<file path="src/rtl/uart_pkg.sv">
// Shared types and helpers for the UART core.
// FSM encodings, default oversampling and the parity function.
package uart_pkg;

  localparam int OS_DEFAULT = 16;

  typedef enum logic [2:0] {
    TX_IDLE,
    TX_START,
    TX_DATA,
    TX_PARITY,
    TX_STOP
  } tx_state_e;

  typedef enum logic [2:0] {
    RX_IDLE,
    RX_START,
    RX_DATA,
    RX_PARITY,
    RX_STOP
  } rx_state_e;

  // Data is zero-extended to 9 bits; padding does not change the XOR.
  function automatic logic parity(
    input logic [8:0] data,
    input logic       odd
  );
    return (^data) ^ odd;
  endfunction

endpackage

</file>
<file path="src/rtl/uart_fifo.sv">
// First-word fall-through FIFO used for both UART directions.
// A push on a full FIFO is accepted only when a pop happens in the same cycle.
module uart_fifo #(
  parameter int WIDTH = 8,
  parameter int DEPTH = 8
) (
  input  logic             clk,
  input  logic             rst,
  input  logic             push,
  input  logic [WIDTH-1:0] din,
  input  logic             pop,
  output logic             full,
  output logic             empty,
  output logic [WIDTH-1:0] dout
);

  localparam int AW = $clog2(DEPTH);

  logic [AW:0]      wr_ptr;
  logic [AW:0]      rd_ptr;
  logic [WIDTH-1:0] mem [DEPTH];
  logic             do_push;
  logic             do_pop;

  assign empty   = (wr_ptr == rd_ptr);
  assign full    = (wr_ptr[AW] != rd_ptr[AW]) &&
                   (wr_ptr[AW-1:0] == rd_ptr[AW-1:0]);
  assign do_pop  = pop && !empty;
  assign do_push = push && (!full || do_pop);
  assign dout    = mem[rd_ptr[AW-1:0]];

  always_ff @(posedge clk or posedge rst) begin
    if (rst) begin
      wr_ptr <= '0;
      rd_ptr <= '0;
    end else begin
      if (do_push) wr_ptr <= wr_ptr + 1'b1;
      if (do_pop)  rd_ptr <= rd_ptr + 1'b1;
    end
  end

  always_ff @(posedge clk) begin
    if (do_push) mem[wr_ptr[AW-1:0]] <= din;
  end

endmodule

</file>
<file path="src/rtl/uart_core.sv">
// Full-duplex UART: TX FIFO and serializer, oversampling RX and RX FIFO.
// Shared baud tick; config is latched per frame in each direction.
module uart_core
  import uart_pkg::*;
#(
  parameter int DATA_W      = 8,
  parameter int TX_DEPTH    = 8,
  parameter int RX_DEPTH    = 8,
  parameter int OS          = OS_DEFAULT,
  parameter int SYNC_STAGES = 2
) (
  input  logic              clk,
  input  logic              rst,
  input  logic [15:0]       brd,
  input  logic              cfg_par_en,
  input  logic              cfg_par_odd,
  input  logic              cfg_two_stop,
  input  logic              cfg_loopback,
  input  logic [DATA_W-1:0] tx_data,
  input  logic              tx_valid,
  output logic              tx_ready,
  output logic [DATA_W-1:0] rx_data,
  output logic              rx_valid,
  input  logic              rx_ready,
  input  logic              err_clr,
  output logic              err_frame,
  output logic              err_parity,
  output logic              err_overrun,
  output logic              tx_busy,
  input  logic              rxd,
  output logic              txd
);

  localparam int CW = $clog2(OS);
  localparam logic [CW-1:0] OS_LAST   = CW'(OS - 1);
  localparam logic [CW-1:0] HALF_LAST = CW'(OS / 2 - 1);
  localparam logic [3:0]    DLAST     = 4'(DATA_W - 1);

  logic [15:0] baud_cnt;
  logic        tick;

  assign tick = (baud_cnt >= brd);

  always_ff @(posedge clk or posedge rst) begin
    if (rst)       baud_cnt <= '0;
    else if (tick) baud_cnt <= '0;
    else           baud_cnt <= baud_cnt + 16'd1;
  end

  logic              tx_full;
  logic              tx_empty;
  logic [DATA_W-1:0] tx_dout;
  logic              tx_pop;
  tx_state_e         tx_state;
  logic [CW-1:0]     tx_cnt;
  logic [3:0]        tx_bit;
  logic [DATA_W-1:0] tx_sh;
  logic              tx_par_en;
  logic              tx_parb;
  logic              tx_stop2;
  logic              tx_stopn;
  logic              txd_int;
  logic              tx_last;

  assign tx_ready = !tx_full;
  assign tx_busy  = (tx_state != TX_IDLE) || !tx_empty;
  assign txd      = cfg_loopback ? 1'b1 : txd_int;
  assign tx_last  = tick && (tx_cnt == OS_LAST);

  // Pop either from idle or straight out of the final stop bit.
  assign tx_pop = tick && !tx_empty &&
                  ((tx_state == TX_IDLE) ||
                   ((tx_state == TX_STOP) && tx_last &&
                    (tx_stopn == tx_stop2)));

  uart_fifo #(
    .WIDTH (DATA_W),
    .DEPTH (TX_DEPTH)
  ) u_tx_fifo (
    .clk   (clk),
    .rst   (rst),
    .push  (tx_valid && !tx_full),
    .din   (tx_data),
    .pop   (tx_pop),
    .full  (tx_full),
    .empty (tx_empty),
    .dout  (tx_dout)
  );

  always_ff @(posedge clk or posedge rst) begin
    if (rst) begin
      tx_state  <= TX_IDLE;
      tx_cnt    <= '0;
      tx_bit    <= '0;
      tx_sh     <= '0;
      tx_par_en <= 1'b0;
      tx_parb   <= 1'b0;
      tx_stop2  <= 1'b0;
      tx_stopn  <= 1'b0;
      txd_int   <= 1'b1;
    end else if (tx_pop) begin
      tx_state  <= TX_START;
      tx_cnt    <= '0;
      tx_sh     <= tx_dout;
      tx_parb   <= parity(9'(tx_dout), cfg_par_odd);
      tx_par_en <= cfg_par_en;
      tx_stop2  <= cfg_two_stop;
      txd_int   <= 1'b0;
    end else if (tick && tx_state != TX_IDLE) begin
      if (tx_cnt != OS_LAST) begin
        tx_cnt <= tx_cnt + 1'b1;
      end else begin
        tx_cnt <= '0;
        case (tx_state)
          TX_START: begin
            txd_int  <= tx_sh[0];
            tx_sh    <= tx_sh >> 1;
            tx_bit   <= '0;
            tx_state <= TX_DATA;
          end
          TX_DATA: begin
            if (tx_bit != DLAST) begin
              txd_int <= tx_sh[0];
              tx_sh   <= tx_sh >> 1;
              tx_bit  <= tx_bit + 1'b1;
            end else if (tx_par_en) begin
              txd_int  <= tx_parb;
              tx_state <= TX_PARITY;
            end else begin
              txd_int  <= 1'b1;
              tx_stopn <= 1'b0;
              tx_state <= TX_STOP;
            end
          end
          TX_PARITY: begin
            txd_int  <= 1'b1;
            tx_stopn <= 1'b0;
            tx_state <= TX_STOP;
          end
          TX_STOP: begin
            if (tx_stopn != tx_stop2) tx_stopn <= 1'b1;
            else                      tx_state <= TX_IDLE;
          end
          default: tx_state <= TX_IDLE;
        endcase
      end
    end
  end

  logic [SYNC_STAGES-1:0] sync;
  logic                   rx_in;

  always_ff @(posedge clk or posedge rst) begin
    if (rst) sync <= '1;
    else     sync <= {sync[SYNC_STAGES-2:0], rxd};
  end

  assign rx_in = cfg_loopback ? txd_int : sync[SYNC_STAGES-1];

  rx_state_e         rx_state;
  logic [CW-1:0]     rx_cnt;
  logic [3:0]        rx_bit;
  logic [DATA_W-1:0] rx_sh;
  logic              rx_par_en;
  logic              rx_par_odd;
  logic              rx_parb;
  logic              rx_push;
  logic              rx_full;
  logic              rx_empty;
  logic              rx_last;
  logic              frame_evt;
  logic              par_evt;
  logic              ovr_evt;

  assign rx_last   = tick && (rx_cnt == OS_LAST);
  assign rx_push   = rx_last && (rx_state == RX_STOP);
  assign frame_evt = rx_push && !rx_in;
  assign par_evt   = rx_push && rx_par_en &&
                     (rx_parb != parity(9'(rx_sh), rx_par_odd));
  assign ovr_evt   = rx_push && rx_full && !rx_ready;
  assign rx_valid  = !rx_empty;

  uart_fifo #(
    .WIDTH (DATA_W),
    .DEPTH (RX_DEPTH)
  ) u_rx_fifo (
    .clk   (clk),
    .rst   (rst),
    .push  (rx_push),
    .din   (rx_sh),
    .pop   (rx_ready),
    .full  (rx_full),
    .empty (rx_empty),
    .dout  (rx_data)
  );

  always_ff @(posedge clk or posedge rst) begin
    if (rst) begin
      rx_state   <= RX_IDLE;
      rx_cnt     <= '0;
      rx_bit     <= '0;
      rx_sh      <= '0;
      rx_par_en  <= 1'b0;
      rx_par_odd <= 1'b0;
      rx_parb    <= 1'b0;
    end else if (tick) begin
      case (rx_state)
        RX_IDLE: begin
          rx_cnt <= '0;
          if (!rx_in) rx_state <= RX_START;
        end
        RX_START: begin
          if (rx_cnt != HALF_LAST) begin
            rx_cnt <= rx_cnt + 1'b1;
          end else if (rx_in) begin
            rx_state <= RX_IDLE;
          end else begin
            rx_cnt     <= '0;
            rx_bit     <= '0;
            rx_par_en  <= cfg_par_en;
            rx_par_odd <= cfg_par_odd;
            rx_state   <= RX_DATA;
          end
        end
        RX_DATA: begin
          if (rx_cnt != OS_LAST) begin
            rx_cnt <= rx_cnt + 1'b1;
          end else begin
            rx_cnt <= '0;
            rx_sh  <= {rx_in, rx_sh[DATA_W-1:1]};
            rx_bit <= rx_bit + 1'b1;
            if (rx_bit == DLAST)
              rx_state <= rx_par_en ? RX_PARITY : RX_STOP;
          end
        end
        RX_PARITY: begin
          if (rx_cnt != OS_LAST) begin
            rx_cnt <= rx_cnt + 1'b1;
          end else begin
            rx_cnt   <= '0;
            rx_parb  <= rx_in;
            rx_state <= RX_STOP;
          end
        end
        RX_STOP: begin
          // Leave mid stop bit so the next start edge is caught early.
          if (rx_cnt != OS_LAST) rx_cnt <= rx_cnt + 1'b1;
          else                   rx_state <= RX_IDLE;
        end
        default: rx_state <= RX_IDLE;
      endcase
    end
  end

  always_ff @(posedge clk or posedge rst) begin
    if (rst) begin
      err_frame   <= 1'b0;
      err_parity  <= 1'b0;
      err_overrun <= 1'b0;
    end else begin
      err_frame   <= (err_frame   && !err_clr) || frame_evt;
      err_parity  <= (err_parity  && !err_clr) || par_evt;
      err_overrun <= (err_overrun && !err_clr) || ovr_evt;
    end
  end

endmodule
</file>
<file path="config.mk">
export PLATFORM = sky130hd
export DESIGN_NAME = uart_core
export DESIGN_NICKNAME = d
export VERILOG_FILES = /design/src/rtl/uart_pkg.sv /design/src/rtl/uart_fifo.sv /design/src/rtl/uart_core.sv
export SDC_FILE = /design/constraint.sdc
export NUM_CORES = 1
export LEC_CHECK = 0
export CAP_MARGIN = 20
export CORE_UTILIZATION = 60
export CTS_BUF_LIST = sky130_fd_sc_hd__clkbuf_4 sky130_fd_sc_hd__clkbuf_8
export CTS_CLUSTER_SIZE = 12
export DETAILED_ROUTE_END_ITERATION = 16
export PLACE_DENSITY_LB_ADDON = 0.1
export SETUP_SLACK_MARGIN = 0.05
export SYNTH_ARGS = -nofsm -noshare
export SYNTH_HDL_FRONTEND = slang
export SYNTH_SLANG_ARGS = --single-unit
export TNS_END_PERCENT = 100
</file>
<file path="constraint.sdc">
create_clock -name clk -period 5.4 [get_ports clk]
set_input_delay 1.08 -clock clk [delete_from_list [all_inputs] [get_ports clk]]
set_output_delay 1.08 -clock clk [all_outputs]
set_load 0.01 [all_outputs]
</file>
==> results of run 1 <==
==> cells by family after synthesis <==
| family | synth area share [%] |
|---|---|
| adder cells (fa/ha/maj) | 3.23 |
| multiplexers | 12.4 |
| flip-flops | 61.1 |
| AO/OA/AOI/OAI | 5.99 |
| AND/OR/NAND/NOR | 9.68 |
| buffers and inverters | 2.84 |
| XOR/XNOR | 4.79 |
==> power breakdown <==
part           switching [mW]  internal [mW]  total, mW
registers               0.160           1.87       2.03
logic                   0.337          0.302      0.640
clock network           0.597          0.778       1.37
total                    1.09           2.95       4.05
==> area by class of cell <==
class / count / area (um^2)
well taps: 216 / 270
fillers: 1091 / 4700
clock buffers: 51 / 614
multi-input cells: 409 / 3520
repair buffers: 64 / 612
clock inverters: 9 / 70.1
flip-flops and latches: 211 / 5920
inverters: 31 / 118
==> state kept, by name (all words and copies together) (netlist names), 3 cells and up <==
name,cells
baud_cnt,16
rx_bit,4
rx_cnt,4
rx_sh,8
rx_state,3
tx_bit,4
tx_cnt,4
tx_sh,8
tx_state,3
u_rx_fifo.mem,64
u_rx_fifo.rd_ptr,4
u_rx_fifo.wr_ptr,4
u_tx_fifo.mem,64
u_tx_fifo.rd_ptr,4
u_tx_fifo.wr_ptr,4
==> layer usage <==
metal	vias up	global-route usage [%]
met2	145	41.1
met5	-	0
met4	0	8.58
met1	2911	30.9
met3	31	3.67
li1	2720	-
==> worst paths after layout <==
kind | from | end | slack [ns] | cells past startpoint
setup reg to reg | baud_cnt[0]$_DFF_PP0_ | tx_parb$_DFFE_PP0N_ | 2.23 | 10
hold reg to reg | sync[0]$_DFF_PP1_ | sync[1]$_DFF_PP1_ | 0.36 | 0
hold / removal | sync[0]$_DFF_PP1_ | sync[1]$_DFF_PP1_ | 0.36 | 0
max in group asynchronous | rst | rx_state[1]$_DFFE_PP0P_ | 3.37 | 3
min in group asynchronous | rst | u_tx_fifo.wr_ptr[1]$_DFFE_PP0P_ | 1.02 | 2
setup / recovery | u_tx_fifo.rd_ptr[1]$_DFFE_PP0P_ | tx_busy | 1.35 | 7
==> cells in the mapped netlist (3+ instances only) <==
cell,n
o21a_1,3
a31oi_1,12
clkbuf_1,15
nand4_1,10
nand2_1,31
mux4_1,6
and3_1,6
mux4_2,26
mux2i_1,11
o31ai_1,5
a21oi_1,13
buf_1,5
or2_2,3
nor3b_1,3
nor3_1,11
mux2_2,24
o22a_1,8
a21o_1,5
a22o_1,3
xnor2_1,35
dfrtp_1,80
nand3_1,23
nor2_1,44
inv_1,31
o22ai_1,3
buf_6,3
o21ai_0,10
buf_2,10
dfstp_2,3
xor2_1,18
or4_1,4
and2_1,5
edfxtp_1,128
ha_1,25
nor2b_1,9
nand2b_1,12
==> worst max-delay path: stages, from the launching register on <==
cell,delay (ns)
dfrtp_1,0.35
buf_4,0.23
xor2_1,0.17
nor3_1,0.26
nand2_1,0.15
nor4_1,0.52
inv_1,0.24
clkdlybuf4s50_1,0.54
==> impl_results.md, run 1 <==
- Status: finished, final reports clean
- Slew HR: 39.8%
- Antenna violations before repair: 0
- Clk buf depth: 3
- Synthesized net count: 743
- HP Class: register to register
- Syn_area_per_cell: 14.2 um^2
- FMAX: 247 MHz
- CTS tree: built
- Mapped Area: 9690 um^2
- Cell Rows: 46
- Via count: 5807
- EDFF count, synth: 128
- Clk sinks: 211
- Vias per cell: 5.86
- Num CTS Buffers: 35
- Drt wl/cell: 18.7 um
- Post-synth cell types: 66
- I/O Pins: 49
- Chip height: 129 um
- DIE AREA: 16700 um^2
- Pwr dens: 364 nW/um^2
- Period utilization: 75.0%
- Leading post-synthesis cells by cell area: edfxtp_1, dfrtp_1, mux4_2
- Maximum fanout along the worst path: 20
- Port bufs: 48
- Share of layout cells above drive strength 1: 17.9%
- Clock Latency Late Sink: 0.51 ns
- CP arrival: 2.97 ns
- Slew of the pin with the lowest slew margin: 0.903 ns
- Final setup viols: 0
- Synth warn: 0
- DR iter-0 viols: 378
- Syn Inst Count: 684
- WL final: 18600 um
- Clk pin slew, worst setup/hold paths: 0.05 ns
- Setup Fix Bufs, Post-CTS: 0
- Fin Hold WS: 0.358 ns
- Chip width: 129 um
- Antenna diode count: 0
- Critical path capture point type: output pin
- Setup_tns: 0 ns
- Critical path class: register to output pin
- Design Area, Final: 11100 um^2
- Peak VDD IR: 252 uV
- Pre-CTS WS: 1.18 ns
- Post-synthesis sequential area ratio: 61.1%
- DR WL met2: 9460 um
- Crit path time final: 4.05 ns
- Post-CTS Resized: 0
- DP Area: 10400 um^2
- Tot Pwr: 4.05 mW
- Drt first pass iters: 5
- Post-synth top area cell: edfxtp_1
- HPWL after DPL: 12300 um
- M1 WL: 8130 um
- Met3 WL: 639 um
- Top routing layer in use: met4
- Gpl congestion: 0.828
- Leakage power total: 4.23 nW
- Post-DRT Antenna Nets: 0
- PnR worst setup slack: 1.35 ns
- Share of the synthesized area in the top cell type: 39.6%
- Starting density of the core: 61.2%
- GRT Util Overall: 23.9%
- CP Launch Type: register
- Core Region: 15800 um^2
- Yosys reg bits: 211
- Drc violations: 0
- Global-route wire length before repair: 30300 um
- Final Hold Vio Count: 0
- Clock Skews: 0.0203 ns
- Pin count of the biggest net entering global routing: 49
- Final Max Slew Viols: 0
- Main synth FF type: edfxtp_1
- Hold Buf Count CTS: 0
- Root buf cell: clkbuf_8
- RSZ-0062 raised after global routing: false
- Final core occ: 70.3%
- Finished Layout Cells: 991
- Placed Cells: 929
- Asr flop ratio synth: 39.3%
- Maxcap violations: 0
- Most common cell after layout, fill and taps aside: edfxtp_1
- Vias in the first global route: 6000
- H-tree level count: 2
- Total grt overflow: 0
- Area grow syn2layout: 14.8%
- Commonest cells after routing, fill and taps aside: edfxtp_1, dfrtp_1, clkdlybuf4s50_1
- CP required: 4.32 ns
- Final net count: 811
No activity file was read; power rests on OpenSTA's default activity.
==> run 2, diff against run 1 <==
==> constraint.sdc (replaced) <==
create_clock -name clk -period 4.1 [get_ports clk]
set_input_delay 0.82 -clock clk [delete_from_list [all_inputs] [get_ports clk]]
set_output_delay 0.82 -clock clk [all_outputs]
set_load 0.01 [all_outputs]
==> run 2 against run 1 <==
- first-iteration DRC count grew 19%
- sequential cell count is the same
- design area grew 1.3%
- global-route usage shrank 0.30 points
- clock power grew 45%
- critical path type unchanged
==> impl_results.md, run 2 (synthesis results as in run 1) <==
- Status: finished, final reports clean
- Via count: 5772
- Pin count of the biggest net entering global routing: 62
- I/O Pins: 49
- Slew HR: 38.9%
- Chip height: 129 um
- Clk sinks: 211
- Drt first pass iters: 5
- Commonest cells after routing, fill and taps aside: edfxtp_1, dfrtp_1, clkdlybuf4s50_1
- HP Class: register to register
- Critical path capture point type: output pin
- CTS tree: built
- RSZ-0062 raised after global routing: false
- Setup_tns: 0 ns
- Fillers: 1070
- Drt wl/cell: 18.3 um
- Maxcap violations: 0
- Switching power of the nets: 1.46 mW
- Total grt overflow: 0
- Critical path class: register to output pin
- Post-DRT Antenna Nets: 0
- Gpl congestion: 0.826
- GRT Util Overall: 23.6%
- Port bufs: 48
- Final Max Slew Viols: 0
- Most common cell after layout, fill and taps aside: edfxtp_1
- Chain of cells forming the critical path: xor2_1 -> nor3_1 -> nand2_1 -> nor4_1 -> inv_1 -> clkdlybuf4s50_1
- FMAX: 270 MHz
- Maximum fanout along the worst path: 10
- Peak VDD IR: 311 uV
- Flop pwr share: 48.4%
- CP required: 3.28 ns
- DR iter-0 viols: 449
- Crit-path slowest cell: clkdlybuf4s50_1
- Antenna diode count: 0
- Vias per cell: 5.77
- Vias in the first global route: 6105
- Antenna violations before repair: 0
- Placed Cells: 936
- Crit path time final: 3.70 ns
- Final Hold Vio Count: 0
- DIE AREA: 16700 um^2
- Storage cell area: 5920 um^2
- Finished Layout Cells: 1000
- Clock Latency Late Sink: 0.52 ns
- Num CTS Buffers: 36
- Starting density of the core: 61.2%
- H-tree level count: 2
- HPWL after DPL: 12100 um
- Share of layout cells above drive strength 1: 19.3%
- Cell Rows: 46
- Final net count: 818
- Period utilization: 90.3%
- Hold Buf Count CTS: 0
- Area of the multi-input gates: 3530 um^2
- Int Power: 4.07 mW
- Global-route wire length before repair: 30000 um
- Fin Hold WS: 0.359 ns
- Pwr dens: 490 nW/um^2
- Switching part of the total: 26.4%
- Post-CTS Resized: 0
- Leakage power total: 4.31 nW
- Final setup viols: 0
- Chip width: 129 um
- Clock share of power: 35.9%
- Setup Fix Bufs, Post-CTS: 0
- WL final: 18300 um
- CP max stage delay: 0.53 ns
- Combinational share of power: 15.6%
- Area grow syn2layout: 16.2%
- CP Launch Type: register
- Slew of the pin with the lowest slew margin: 0.911 ns
- Core Region: 15800 um^2
- Drc violations: 0
- Root buf cell: clkbuf_8
- Clk buf depth: 3
- Clk pin slew, worst setup/hold paths: 0.06 ns
- CP arrival: 2.88 ns
- Clock Skews: 0.0273 ns
## run 2: path summary, 6_finish.rpt
| path | depth (start not counted) | from | slack, ns | to |
|---|---|---|---|---|
| setup / recovery | 6 | u_tx_fifo.wr_ptr[1]$_DFFE_PP0P_ | 0.40 | tx_busy |
| hold / removal | 0 | sync[0]$_DFF_PP1_ | 0.36 | sync[1]$_DFF_PP1_ |
| setup reg to reg | 6 | baud_cnt[13]$_DFF_PP0_ | 1.29 | rx_sh[3]$_DFFE_PP0P_ |
| hold reg to reg | 0 | sync[0]$_DFF_PP1_ | 0.36 | sync[1]$_DFF_PP1_ |
| max in group asynchronous | 4 | rst | 2.71 | u_rx_fifo.rd_ptr[2]$_DFFE_PP0P_ |
| min in group asynchronous | 2 | rst | 0.59 | u_tx_fifo.wr_ptr[3]$_DFFE_PP0P_ |
## run 2: worst max-delay path: cells and delay by family, from the launching register on
kind          cells  cell delay (ns)
flops             1             0.49
xor+xnor          1             0.21
simple gates      3             0.92
buf+inv           2             0.74
## run 2: cell type report
class / count / area share (%)
repair buffers: 70 / 5.84
multi-input cells: 409 / 31.4
clock buffers: 53 / 5.70
flip-flops and latches: 211 / 52.6
clock inverters: 10 / 1.08
inverters: 31 / 1.04
well taps: 216 / 2.40
## run 2: power groups by stage
stage | Combinational, mW | Clock (mW) | Sequential (mW)
6_report | 0.863 | 1.98 | 2.68
5_1_grt | 0.980 | 2.12 | 2.71
4_1_cts | 0.877 | 2.03 | 2.68
3_5_place_dp | 0.865 | 0 | 2.72
3_3_place_gp | 0.829 | 0 | 2.70
2_1_floorplan | 0.695 | 0 | 2.61
## run 2: through the flow
step	instance area, um^2	utilization [%]	power, mW	setup slack [ns]
final	11300	71.2	5.52	0.398
after global routing	11300	71.2	5.80	0.215
after CTS	11200	71.1	5.59	0.350
after detailed placement	10500	66.2	3.58	0.350
after global placement	10500	66.2	3.53	0.455
after floorplan	9690	-	3.30	0.553
## run 2: routing by layer
metal / vias to the layer above / global-route usage, % / routed length [um]
met3: 34 / 3.84 / 693
met5: - / 0 / 0
li1: 2725 / - / -
met4: 0 / 8.30 / 403
met2: 141 / 40.7 / 9250
met1: 2872 / 30.4 / 7920
==> run 3, diff against run 2 <==
--- a/config.mk
+++ b/config.mk
@@ -10,6 +10,7 @@
 export CTS_BUF_LIST = sky130_fd_sc_hd__clkbuf_4 sky130_fd_sc_hd__clkbuf_8
 export CTS_CLUSTER_SIZE = 12
 export DETAILED_ROUTE_END_ITERATION = 16
+export HOLD_SLACK_MARGIN = 0.02
 export PLACE_DENSITY_LB_ADDON = 0.1
 export SETUP_SLACK_MARGIN = 0.05
 export SYNTH_ARGS = -nofsm -noshare
==> results of run 3 <==
No change in the layout: final DEF, timing and power equal those of run 2.
